<file path="src/rtl/simd_mult_pkg.sv">
// Shared encodings and constants for the SIMD multiplier operand path.
// Mode codes, per-mode lane counts and packed-word geometry.
package simd_mult_pkg;

    localparam int SLICE_W  = 9;
    localparam int N_SLICES = 6;
    localparam int PACK_W   = SLICE_W * N_SLICES;
    localparam int OP_A_W   = 27;
    localparam int OP_B_W   = 18;
    localparam int LANE_W   = 4;

    typedef enum logic [1:0] {
        MODE_27X18   = 2'b00,
        MODE_SUM_9X9 = 2'b01,
        MODE_SUM_4X4 = 2'b10
    } mode_e;

    localparam logic [LANE_W-1:0] LANES_27X18   = 4'd1;
    localparam logic [LANE_W-1:0] LANES_SUM_9X9 = 4'd6;
    localparam logic [LANE_W-1:0] LANES_SUM_4X4 = 4'd12;

    // The unused code 2'b11 is treated as sum_9x9.
    function automatic mode_e coerce_mode(input logic [1:0] m);
        case (m)
            2'b00:   return MODE_27X18;
            2'b10:   return MODE_SUM_4X4;
            default: return MODE_SUM_9X9;
        endcase
    endfunction

    function automatic logic [LANE_W-1:0] lane_count(input mode_e m);
        case (m)
            MODE_27X18:   return LANES_27X18;
            MODE_SUM_4X4: return LANES_SUM_4X4;
            default:      return LANES_SUM_9X9;
        endcase
    endfunction

endpackage

</file>
<file path="src/rtl/simd_lane_inserter.sv">
// Writes one lane operand into its position of a packed 54-bit operand word.
// Bits outside the addressed lane pass through unchanged.
module simd_lane_inserter
    import simd_mult_pkg::*;
(
    input  logic [PACK_W-1:0] word_in,
    input  logic [LANE_W-1:0] lane,
    input  logic [OP_A_W-1:0] operand,
    input  mode_e             mode,
    input  logic              sign,
    output logic [PACK_W-1:0] word_out
);

    always_comb begin
        word_out = word_in;
        case (mode)
            MODE_27X18: begin
                word_out = {{(PACK_W-OP_A_W){1'b0}}, operand};
            end
            MODE_SUM_4X4: begin
                for (int s = 0; s < N_SLICES; s++) begin
                    if (lane[LANE_W-1:1] == 3'(s)) begin
                        // Odd lane owns the upper nibble and the slice's sign-extension bit.
                        if (lane[0]) begin
                            word_out[SLICE_W*s+4 +: 4] = operand[3:0];
                            word_out[SLICE_W*s+8]      = sign & operand[3];
                        end else begin
                            word_out[SLICE_W*s +: 4] = operand[3:0];
                        end
                    end
                end
            end
            default: begin
                for (int s = 0; s < N_SLICES; s++) begin
                    if (lane == LANE_W'(s)) begin
                        word_out[SLICE_W*s +: SLICE_W] = operand[SLICE_W-1:0];
                    end
                end
            end
        endcase
    end

endmodule

</file>
<file path="src/rtl/simd_operand_packer.sv">
// Packs lane operand pairs into 54-bit a/b multiplier words, one group per output transfer.
// Assembly register builds the group; output register holds it until the consumer accepts.
module simd_operand_packer
    import simd_mult_pkg::*;
(
    input  logic              clk,
    input  logic              reset,
    input  logic              in_valid,
    output logic              in_ready,
    input  logic [OP_A_W-1:0] in_a,
    input  logic [OP_B_W-1:0] in_b,
    input  logic              in_a_sign,
    input  logic              in_b_sign,
    input  logic [1:0]        in_mode,
    input  logic              in_last,
    output logic              out_valid,
    input  logic              out_ready,
    output logic [PACK_W-1:0] a,
    output logic [PACK_W-1:0] b,
    output logic              a_sign,
    output logic              b_sign,
    output logic [1:0]        mode,
    output logic [LANE_W-1:0] lanes
);

    logic [PACK_W-1:0] asm_a_q, asm_a_d, asm_b_q, asm_b_d;
    logic [LANE_W-1:0] cnt_q, cnt_d;
    mode_e             grp_mode_q, grp_mode_d;
    logic              grp_a_sign_q, grp_a_sign_d, grp_b_sign_q, grp_b_sign_d;
    logic              pending_q, pending_d;
    logic              out_valid_q, out_valid_d;
    logic [PACK_W-1:0] out_a_q, out_a_d, out_b_q, out_b_d;
    mode_e             out_mode_q, out_mode_d;
    logic              out_a_sign_q, out_a_sign_d, out_b_sign_q, out_b_sign_d;
    logic [LANE_W-1:0] out_lanes_q, out_lanes_d;

    logic              accept, first, complete, out_free;
    mode_e             eff_mode;
    logic              eff_a_sign, eff_b_sign;
    logic [PACK_W-1:0] base_a, base_b, ins_a, ins_b;
    logic [LANE_W-1:0] next_cnt;

    assign in_ready   = ~pending_q;
    assign accept     = in_valid & ~pending_q;
    assign first      = (cnt_q == '0);
    assign eff_mode   = first ? coerce_mode(in_mode) : grp_mode_q;
    assign eff_a_sign = first ? in_a_sign : grp_a_sign_q;
    assign eff_b_sign = first ? in_b_sign : grp_b_sign_q;
    assign base_a     = first ? '0 : asm_a_q;
    assign base_b     = first ? '0 : asm_b_q;
    assign next_cnt   = cnt_q + LANE_W'(1);
    assign complete   = accept & ((next_cnt == lane_count(eff_mode)) | in_last);
    assign out_free   = ~out_valid_q | out_ready;

    simd_lane_inserter u_ins_a (
        .word_in (base_a),
        .lane    (cnt_q),
        .operand (in_a),
        .mode    (eff_mode),
        .sign    (eff_a_sign),
        .word_out(ins_a)
    );

    simd_lane_inserter u_ins_b (
        .word_in (base_b),
        .lane    (cnt_q),
        .operand ({{(OP_A_W-OP_B_W){1'b0}}, in_b}),
        .mode    (eff_mode),
        .sign    (eff_b_sign),
        .word_out(ins_b)
    );

    always_comb begin
        asm_a_d      = asm_a_q;
        asm_b_d      = asm_b_q;
        cnt_d        = cnt_q;
        grp_mode_d   = grp_mode_q;
        grp_a_sign_d = grp_a_sign_q;
        grp_b_sign_d = grp_b_sign_q;
        pending_d    = pending_q;
        out_valid_d  = out_valid_q;
        out_a_d      = out_a_q;
        out_b_d      = out_b_q;
        out_mode_d   = out_mode_q;
        out_a_sign_d = out_a_sign_q;
        out_b_sign_d = out_b_sign_q;
        out_lanes_d  = out_lanes_q;

        if (out_valid_q & out_ready) out_valid_d = 1'b0;

        // A pending group blocks input, so it never coincides with an accept.
        if (pending_q & out_free) begin
            out_valid_d  = 1'b1;
            out_a_d      = asm_a_q;
            out_b_d      = asm_b_q;
            out_mode_d   = grp_mode_q;
            out_a_sign_d = grp_a_sign_q;
            out_b_sign_d = grp_b_sign_q;
            out_lanes_d  = cnt_q;
            pending_d    = 1'b0;
            cnt_d        = '0;
        end else if (accept) begin
            grp_mode_d   = eff_mode;
            grp_a_sign_d = eff_a_sign;
            grp_b_sign_d = eff_b_sign;
            if (complete & out_free) begin
                out_valid_d  = 1'b1;
                out_a_d      = ins_a;
                out_b_d      = ins_b;
                out_mode_d   = eff_mode;
                out_a_sign_d = eff_a_sign;
                out_b_sign_d = eff_b_sign;
                out_lanes_d  = next_cnt;
                cnt_d        = '0;
            end else begin
                asm_a_d   = ins_a;
                asm_b_d   = ins_b;
                cnt_d     = next_cnt;
                pending_d = complete;
            end
        end
    end

    always_ff @(posedge clk or negedge reset) begin
        if (!reset) begin
            asm_a_q      <= '0;
            asm_b_q      <= '0;
            cnt_q        <= '0;
            grp_mode_q   <= MODE_27X18;
            grp_a_sign_q <= 1'b0;
            grp_b_sign_q <= 1'b0;
            pending_q    <= 1'b0;
            out_valid_q  <= 1'b0;
            out_a_q      <= '0;
            out_b_q      <= '0;
            out_mode_q   <= MODE_27X18;
            out_a_sign_q <= 1'b0;
            out_b_sign_q <= 1'b0;
            out_lanes_q  <= '0;
        end else begin
            asm_a_q      <= asm_a_d;
            asm_b_q      <= asm_b_d;
            cnt_q        <= cnt_d;
            grp_mode_q   <= grp_mode_d;
            grp_a_sign_q <= grp_a_sign_d;
            grp_b_sign_q <= grp_b_sign_d;
            pending_q    <= pending_d;
            out_valid_q  <= out_valid_d;
            out_a_q      <= out_a_d;
            out_b_q      <= out_b_d;
            out_mode_q   <= out_mode_d;
            out_a_sign_q <= out_a_sign_d;
            out_b_sign_q <= out_b_sign_d;
            out_lanes_q  <= out_lanes_d;
        end
    end

    assign out_valid = out_valid_q;
    assign a         = out_a_q;
    assign b         = out_b_q;
    assign mode      = out_mode_q;
    assign a_sign    = out_a_sign_q;
    assign b_sign    = out_b_sign_q;
    assign lanes     = out_lanes_q;

endmodule

</file>
<file path="config.mk">
export PLATFORM = sky130hd
export DESIGN_NAME = simd_operand_packer
export DESIGN_NICKNAME = d
export VERILOG_FILES = /design/src/rtl/simd_mult_pkg.sv /design/src/rtl/simd_lane_inserter.sv /design/src/rtl/simd_operand_packer.sv
export SDC_FILE = /design/constraint.sdc
export NUM_CORES = 1
export LEC_CHECK = 0
export BUFFER_PORTS_ARGS = -buffer_cell sky130_fd_sc_hd__buf_4
export CAP_MARGIN = 20
export CORE_MARGIN = 2
export CORE_UTILIZATION = 55
export CTS_CLUSTER_SIZE = 30
export DETAILED_ROUTE_END_ITERATION = 16
export PLACE_DENSITY_LB_ADDON = 0.25
export SLEW_MARGIN = 20
export SYNTH_ARGS = -nofsm -noshare
export SYNTH_HDL_FRONTEND = slang
export SYNTH_SLANG_ARGS = --single-unit
export TNS_END_PERCENT = 10
</file>
<file path="constraint.sdc">
create_clock -name clk -period 5 [get_ports clk]
set_input_delay 0.25 -clock clk [delete_from_list [all_inputs] [get_ports clk]]
set_output_delay 0.25 -clock clk [all_outputs]
set_load 0.03 [all_outputs]
</file>
==> results.toml, run 1 <==
[timing]
worst_slew_pin_slew_ns = 1.09
slew_headroom_pct = 27.2
fin_tns_setup_ns = 0
max_freq_mhz = 260
maxSlewViolCount = 0
fin_crit_sh_pct = 77.0
skew_ns = 0.00806
finalHoldViolations = 0
setup_viol = 0
post-route-min-period_ns = 3.85
grt_setup_unrepaired = "no"

[clocking]
cts_max_level = 1
cts_buffers = 25
post-cts-setup-buffers = 0
cts-root-buf = "clkbuf_16"
cts_tree = "built"
clkSinkCount = 234
clockBufferDepth = 3
hold_buffers = 2
clock_latency_ns = 0.53
cts-resized-gates = 0
clk_pin_slew_ns = 0.06

[layout]
drive_above_1_share_pct = 20.5
syn_to_final_growth_pct = 19.6
antenna_cells = 0
finalNetCount = 1344
final_util_pct = 66.7

[logic_synthesis]
seq_area_frac_synth_pct = 50.3
syn_nets = 1229
synthCells = 1171
ys_warn_count = 0
ys_types = 68
synth_flop_cell = "dfrtp_1"
postSynthAreaPerCell_um2 = 9.95
synth-edff-count = 0
ys_async_sr_fraction_pct = 100
synth_seq_cells = 234
syn-cell-area_um2 = 11600

[place]
io_buffers = 171
gp_congestion = 0.933
hpwlAfterDp_um = 24100

[power]
leakage_nw = 6.19
powerDensity_nw_per_um2 = 736
power.total_mw = 10.2
irDropWorstVdd_v = 0.000364

[worst_setup_path]
r2r_start = "cnt_q[0]"
start_kind = "flip-flop"
worstPathArrival_ns = 4.23
path_max_fanout = 41
crit_path_top_delay_cell = "o311ai_4"
worstPathCellList = "inv_1 > ha_1 > nor3b_2 > mux2_4 > mux2i_1 > o311ai_4 > buf_4 > o21ai_0"
path_delay_family = "compound AO/OA/AOI/OAI gates"
critPathKind = "flip-flop to flip-flop"
endpoint_kind = "flip-flop"
crit_buf_inv = 2
startpoint = "cnt_q[0]"
cp.required_ns = 5.38
slowest_delay_ns = 0.75

[global_routing]
overflow = 0
first_global_vias = 10200
grt_pass1_wl_um = 58600
grt_usage_pct = 33.8
grt_antenna_before_repair = 0
grt_max_degree = 137

[route]
antenna_left = 0
vias = 10800
drt_iter0_drc = 1293
drc_errors = 0
wl_per_cell_um = 24.3
vias_per_cell = 6.82
routed_wirelength_um = 38400
drtPass1Iterations = 12

[die]
io_pins = 172
core-area_um2 = 20900
start_util_pct = 55.8
die_area_um2 = 22400
die_h_um = 150
dieWidth_um = 150
rows = 53

[job]
drv_cap = 0

[outcome]
status = "completed"

[hold_path]
min_from = "in_b_sign"
hold_path.class = "input port to flip-flop"
-- Yosys cell counts (4+ instances only) --
master     number  area, µm²
a221o_1        21        210
o2bb2ai_1       4       35.0
a21oi_1        36        180
nor2_1         34        128
a222oi_1       44        440
a2bb2oi_1       6       52.6
a32oi_1         7       61.3
nor4bb_1        5       50.1
mux2i_1         4       40.0
a21o_1          8       60.1
o21ai_1        22        110
nor3_1         20        100
inv_1          16       60.1
and3_1         16        100
a22o_1         48        420
nor2b_1         9       56.3
buf_2          25        125
nand2_1       119        447
dfrtp_1       234       5860
a22oi_1        93        698
o21ai_0       165        826
or2_2           6       37.5
mux2_2          6       67.6
ha_1            4       50.1
buf_4          11       82.6
nand3_1        40        200
o211ai_1        8       60.1
a221oi_1       28        245
clkbuf_1       69        259
-- routing by layer --
metal,part of all wire (%),up-vias,global-route usage (%)
met5,0,-,0
met4,5.0,0,15.0
met3,12,125,6.40
met2,44,707,50.2
met1,39,5184,48.4
li1,-,4755,-
-- kinds of logic after synthesis --
group,after synthesis,share of synthesized area (%)
muxes,13,1.30
and+or+nand+nor,273,11.2
buffers and inverters,128,4.95
adders and majority gates,4,0.430
xor gates and xnor gates,2,0.150
DFF,234,50.3
AOI/OAI and AO/OA,517,31.7
-- layout by cell type (no fill, tap or decap), types with 5 or more instances in the layout --
cell / netlist / routed
a22oi_1: 93 / 93
buf_4: 11 / 194
mux2_2: 6 / 6
o211ai_1: 8 / 8
dfrtp_1: 234 / 234
a21o_1: 8 / 8
o21ai_1: 22 / 22
a221o_1: 21 / 21
clkbuf_16: 0 / 25
nor2_1: 34 / 32
and3_1: 16 / 16
a221oi_1: 28 / 28
nand3_1: 40 / 40
a222oi_1: 44 / 44
nor2b_1: 9 / 9
a22o_1: 48 / 48
nor3_1: 20 / 20
clkbuf_1: 69 / 6
o21ai_0: 165 / 165
nand2_1: 119 / 119
a21oi_1: 36 / 36
a2bb2oi_1: 6 / 6
or2_2: 6 / 6
a32oi_1: 7 / 7
clkinv_2: 0 / 5
inv_1: 16 / 16
nor4bb_1: 5 / 5
-- state kept, by name (all words and copies together) (netlist names) --
register,cells
a_sign,1
out_valid,1
lanes,4
grp_a_sign_q,1
mode,2
grp_b_sign_q,1
grp_mode_q,2
asm_b_q,54
asm_a_q,54
b_sign,1
a,54
b,54
cnt_q,4
pending_q,1
-- area by class of cell --
cell class | count | area, µm²
clock buffers | 35 | 703
multi-input cells | 809 | 5240
fillers | 1680 | 6960
clock inverters | 11 | 161
flip-flops and latches | 234 | 5860
inverters | 16 | 60.1
well taps | 275 | 344
repair buffers | 200 | 1560
-- where the power goes --
group	total (mW)	leakage (nW)	internal (mW)	switching (mW)
combinational	5.05	2.64	1.72	3.33
sequential	3.23	3.13	2.60	0.635
clock	1.97	0.425	1.19	0.778
-- stage by stage --
stage	std cells	instance area, µm²	hold WS, ns	setup WS [ns]
2_1_floorplan	1171	11600	-0.0456	2.05
3_3_place_gp	1531	13000	0.458	1.35
3_5_place_dp	1531	13000	0.461	1.23
4_1_cts	1579	13900	0.000552	1.21
5_1_grt	1580	13900	0.00624	0.933
6_report	1580	13900	0.0124	1.15
-- path summary, 6_finish.rpt --
kind,to,slack [ns],cells past startpoint
max in group asynchronous,asm_b_q[28],3.33,4
worst min register to register,asm_b_q[20],0.50,1
worst min-delay path,grp_b_sign_q,0.01,2
min in group asynchronous,b[1],0.18,2
worst max-delay path,a[25],1.15,8
worst max register to register,a[25],1.15,8
(Power assumes the default switching activity.)
==> run 2: changes to the inputs <==
--- a/config.mk
+++ b/config.mk
@@ -5,10 +5,11 @@
 export SDC_FILE = /design/constraint.sdc
 export NUM_CORES = 1
 export LEC_CHECK = 0
+export ABC_AREA = 1
 export BUFFER_PORTS_ARGS = -buffer_cell sky130_fd_sc_hd__buf_4
 export CAP_MARGIN = 20
 export CORE_MARGIN = 2
-export CORE_UTILIZATION = 55
+export CORE_UTILIZATION = 54
 export CTS_CLUSTER_SIZE = 30
 export DETAILED_ROUTE_END_ITERATION = 16
 export PLACE_DENSITY_LB_ADDON = 0.25
==> constraint.sdc (replaced) <==
create_clock -name clk -period 3.4 [get_ports clk]
set_input_delay 0.17 -clock clk [delete_from_list [all_inputs] [get_ports clk]]
set_output_delay 0.17 -clock clk [all_outputs]
set_load 0.03 [all_outputs]
==> run 2 against run 1 <==
- critical path depth grew 6
- global-route usage grew 1.9 points
- total power grew 72%
- die area grew 29%
- non-clock buffer count grew 12
- synthesized area grew 27%
- synthesized cell count grew 94%
- first-iteration DRC count grew 53%
- cell area grew 23%
- sequential cell count is the same
- clock-buffer cell count is the same
==> results.toml, run 2 <==
[outcome]
status = "completed"

[logic_synthesis]
ys_async_sr_fraction_pct = 100
ys_types = 29
postSynthAreaPerCell_um2 = 6.51
yosysMostFrequentCell = "nand2_1"
ys_top_cells_by_area = "dfrtp_1 40%, nand2_1 28%, nand3_1 8.8%, o21ai_0 6.5%, o211ai_1 3.5%"
syn_nets = 2331
yosysTopAreaCellShare_pct = 39.6
seq_area_frac_synth_pct = 39.6
synth_common_cells = "1087 x nand2_1, 261 x nand3_1, 234 x dfrtp_1"
yosys.area.top_type = "dfrtp_1"
synth_flop_cell = "dfrtp_1"
synthCells = 2273
ys_warn_count = 0
synth-edff-count = 0
synth_seq_cells = 234
syn-cell-area_um2 = 14800

[timing]
hold_slack_ns = 0.00851
grt_setup_unrepaired = "no"
setup_viol = 0
max_freq_mhz = 325
skew_ns = 0.0144
worst_slew_pin_slew_ns = 0.964
fin_tns_setup_ns = 0
maxSlewViolCount = 0
finalHoldViolations = 0
fin_crit_sh_pct = 90.5
post-route-min-period_ns = 3.08
slew_headroom_pct = 35.7

[die]
core-area_um2 = 27000
die_area_um2 = 28700
rows = 60
dieWidth_um = 170
die_h_um = 170
io_pins = 172
start_util_pct = 54.9

[route]
antenna_left = 0
routed_wirelength_um = 51400
vias = 16100
wl_per_cell_um = 19.0
drc_errors = 0
vias_per_cell = 5.97
drtPass1Iterations = 6
drt_iter0_drc = 1980

[worst_setup_path]
r2r-end = "a[34]"
path_max_fanout = 57
r2r_slack_ns = 0.32
start_kind = "flip-flop"
r2r_start = "cnt_q[1]"
endpoint_kind = "flip-flop"
cp.required_ns = 3.87
rr_worst_depth = 14
critPathKind = "flip-flop to flip-flop"
worstPathArrival_ns = 3.55

[clocking]
post-cts-setup-buffers = 0
clockBufferDepth = 3
clk_pin_slew_ns = 0.07
clock_latency_ns = 0.55
cts_tree = "built"
clkSinkCount = 234
cts_buffers = 26
cts-root-buf = "clkbuf_16"
cts_max_level = 1

[global_routing]
grt_usage_pct = 35.7
overflow = 0
grt_pass1_wl_um = 82100
grt_max_degree = 117
first_global_vias = 15500
grt_antenna_before_repair = 0

[hold_path]
hold_path.class = "input port to flip-flop"
min_to = "asm_b_q[15]"
min_from = "in_b[15]"
min_path_cells = 5

[layout]
antenna_cells = 0
finalNetCount = 2402
layout_commonest_cell = "nand2_1"
drive_above_1_share_pct = 11.3
syn_to_final_growth_pct = 15.5
final_cell_mix = "1087 x nand2_1, 260 x nand3_1, 234 x dfrtp_1, 198 x buf_4, 191 x o21ai_0"
stdcell_count = 2705

[power]
powerDensity_nw_per_um2 = 1030
irDropWorstVdd_v = 0.000570
leakage_nw = 9.16

[job]
drv_cap = 0

[place]
gp_congestion = 0.948
place_inst = 2656
io_buffers = 171
hpwlAfterDp_um = 32200
run 2: cell types whose count changed in the layout (fill, tap and decap cells not counted), moves of 22 or more:
cell	before	now
a221oi_1	28	0
a222oi_1	44	0
a22o_1	48	0
a22oi_1	93	18
inv_1	16	97
nand2_1	119	1087
nand3_1	40	260
nor2_1	32	81
o211ai_1	8	68
o21ai_0	165	191
o21ai_1	22	0
run 2: worst max-delay path by stage:
| stage | startpoint | end | slack [ns] |
|---|---|---|---|
| finish | cnt_q[1] | a[34] | 0.32 |
| global route | cnt_q[1] | a[34] | 0.05 |
| CTS | cnt_q[1] | a[8] | 0.22 |
| detailed placement | cnt_q[1] | a[8] | 0.25 |
| global placement | cnt_q[1] | a[8] | 0.27 |
| floorplan | cnt_q[0] | asm_a_q[24] | 0.84 |
run 2: kinds of logic (layout without fill, tap and decap cells):
logic type / Yosys count / after routing / synth area share [%]
compound gates: 318 / 318 / 12.6
flops: 234 / 234 / 39.6
fa+ha+maj: 4 / 4 / 0.338
buf+inv: 271 / 362 / 8.14
xor+xnor: 1 / 1 / 0.0592
simple gates: 1445 / 1445 / 39.3
run 2: cell type report:
type / instances / area (µm²)
clock buffers: 35 / 746
clock inverters: 13 / 178
fillers: 2484 / 9870
inverters: 102 / 388
multi-input cells: 1768 / 7760
flip-flops and latches: 234 / 5860
well taps: 341 / 427
repair buffers: 212 / 1730
run 2: worst max-delay path: stages (launching register included):
cell      delay (ns)
dfrtp_1         0.58
inv_1           0.14
ha_1            0.28
nand2_4         0.14
nand2_2         0.06
nand2_2         0.15
nand3_1         0.14
nand2_1         0.08
nand2_1         0.08
o21bai_1        0.29
nand3_4         0.15
nand2_4         0.10
buf_4           0.50
nand2_1         0.16
nand2_1         0.09
run 2: per-layer routing:
layer / routed length (µm) / up-vias / track usage (%)
met5: 0 / - / 0
met1: 20000 / 7527 / 47.4
met3: 5980 / 180 / 8.09
met2: 23000 / 979 / 55.7
li1: - / 7463 / -
met4: 2440 / 0 / 16.6
run 2: metrics by stage:
step	area [µm²]	util [%]	worst slack (ns)	total power [mW]
2_1_floorplan	14800	-	0.835	11.3
3_3_place_gp	16100	59.9	0.272	14.1
3_5_place_dp	16100	59.9	0.251	14.4
4_1_cts	17100	63.3	0.223	17.5
5_1_grt	17100	63.4	0.0524	18.9
6_report	17100	63.4	0.322	17.7
run 2: power by group:
group / switching (mW) / internal (mW)
sequential: 0.813 / 3.90
combinational: 6.84 / 3.02
clock: 1.25 / 1.84
total: 8.90 / 8.76
run 2: timing repair:
| item | CTS | global route |
|---|---|---|
| endpoints found under the setup margin | 0 | 3 |
| resized for setup | 0 | 2 |
| hold buffers | 1 | 0 |
| hold endpoints to repair | 91 | 0 |
==> run 3: changes to the inputs <==
--- a/config.mk
+++ b/config.mk
@@ -13,6 +13,7 @@
 export CTS_CLUSTER_SIZE = 30
 export DETAILED_ROUTE_END_ITERATION = 16
 export PLACE_DENSITY_LB_ADDON = 0.25
+export RECOVER_POWER = 100
 export SLEW_MARGIN = 20
 export SYNTH_ARGS = -nofsm -noshare
 export SYNTH_HDL_FRONTEND = slang
==> run 3 against run 2 <==
- the flow now finishes with violations (capacitance limit, slew limit)
- die area unchanged
- via count increased by 0.22%
- clock power about the same
- non-clock buffer count unchanged
- global-route usage unchanged
- critical path type unchanged
- largest power group unchanged
- highest routed layer unchanged
==> results.toml, run 3 (synthesized netlist as in run 2, its figures left out) <==
[route]
wl_per_cell_um = 19.0
drtPass1Iterations = 6
vias_per_cell = 5.98
routed_wirelength_um = 51400
vias = 16200
antenna_left = 0
drt_iter0_drc = 2069
drc_errors = 0

[die]
io_pins = 172
dieWidth_um = 170
rows = 60
die_h_um = 170
core-area_um2 = 27000
start_util_pct = 54.9
die_area_um2 = 28700

[global_routing]
grt_max_degree = 117
first_global_vias = 15500
overflow = 0
grt_usage_pct = 35.7
grt_antenna_before_repair = 0
grt_pass1_wl_um = 82100

[worst_setup_path]
worstPathArrival_ns = 3.63
start_kind = "flip-flop"
r2r_slack_ns = 0.26
path_max_fanout = 62
critPathKind = "flip-flop to flip-flop"
cp.required_ns = 3.88
endpoint_kind = "flip-flop"

[clocking]
cts_buffers = 26
clock_latency_ns = 0.55
cts-root-buf = "clkbuf_16"
post-cts-setup-buffers = 0
cts_max_level = 1
cts_tree = "built"
clockBufferDepth = 3
clkSinkCount = 234
clk_pin_slew_ns = 0.07

[power]
irDropWorstVdd_v = 0.000558
p_sw_mw = 8.90
p_seq_share_pct = 27.3
p_clk_share_pct = 17.9
p_sw_share_pct = 51.7
p_comb_share_pct = 54.8
p_int_mw = 8.30
leakage_nw = 8.66
powerDensity_nw_per_um2 = 1040

[layout]
fin_area_um2 = 16600
drive_above_1_share_pct = 6.30
layout_commonest_cell = "nand2_1"
final_cell_mix = "1088 x nand2_1, 260 x nand3_1, 234 x dfrtp_1, 191 x o21ai_0, 122 x clkbuf_1"
finalNetCount = 2402
antenna_cells = 0
final_util_pct = 61.6
syn_to_final_growth_pct = 12.2

[timing]
max_freq_mhz = 318
post-route-min-period_ns = 3.14
slew_headroom_pct = -81.8
finalHoldViolations = 0
skew_ns = 0.0152
worst_slew_pin_slew_ns = 2.73
maxSlewViolCount = 95
setup_viol = 0
fin_tns_setup_ns = 0
fin_crit_sh_pct = 92.5
grt_setup_unrepaired = "no"

[outcome]
status = "complete, but fails checks"
violations = "capacitance limit, slew limit"

[place]
gp_congestion = 0.948
io_buffers = 171
hpwlAfterDp_um = 32200
placed_area_um2 = 16100

[hold_path]
hold_path.class = "input port to flip-flop"

[job]
drv_cap = 1
## run 3: power by group through the flow
stage | Sequential (mW) | Combinational, mW | Clock [mW]
after detailed placement | 4.72 | 9.64 | 0
after CTS | 4.69 | 9.70 | 3.10
after global placement | 4.69 | 9.46 | 0
final | 4.69 | 9.41 | 3.09
after floorplan | 5.52 | 5.81 | 0
after global routing | 4.82 | 10.4 | 3.23
## run 3: path summary, 6_finish.rpt
path | startpoint | to | cells after the start
max reg2reg | cnt_q[1] | asm_b_q[52] | 14
min in group asynchronous | reset | a[47] | 2
max in group asynchronous | reset | a[7] | 3
min | in_b[16] | asm_b_q[16] | 5
min reg2reg | asm_b_q[50] | asm_b_q[50] | 2
max | cnt_q[1] | asm_b_q[52] | 14
## run 3: critical path: stages, from the launching register on
cell and delay [ns]:
dfrtp_1 0.58, inv_1 0.14, ha_1 0.29, nand2_4 0.14, nand2_1 0.07, nand2_2 0.15
nand3_1 0.14, nand2_1 0.08, nand2_1 0.08, nor2_1 0.10, nor2_1 0.07, o21bai_4 0.19
clkbuf_4 0.74, nand2_1 0.15, nand2_1 0.13
## run 3: layout make-up
type	instances	area, µm²
Fill cell	2612	10400
Multi-Input combinational cell	1768	7760
Sequential cell	234	5860
Timing Repair Buffer	212	1240
Clock buffer	35	746
Tap cell	341	427
Inverter	102	388
Clock inverter	13	178
## run 3: timing repair
item | CTS | global route
endpoints found under the setup margin | 0 | 3
hold buffers | 1 | 0
endpoints found under the hold margin | 91 | 0
resized for setup | 0 | 2
## run 3: per-stage QoR
step           power (mW)  setup slack, ns  hold slack (ns)  instances
3_3_place_gp         14.1            0.272            0.264       2656
2_1_floorplan        11.3            0.835           -0.126       2273
6_report             17.2            0.255          0.00360       2705
5_1_grt              18.5           0.0288           0.0477       2705
4_1_cts              17.5            0.223          0.00583       2705
3_5_place_dp         14.4            0.251            0.264       2656
## run 3: routing by layer
metal | GRT usage (%) | share of wire (%) | up-vias
li1 | - | - | 7449
met1 | 47.4 | 39 | 7579
met2 | 55.7 | 45 | 965
met3 | 8.09 | 11 | 191
met4 | 16.6 | 4.8 | 0
met5 | 0 | 0 | -
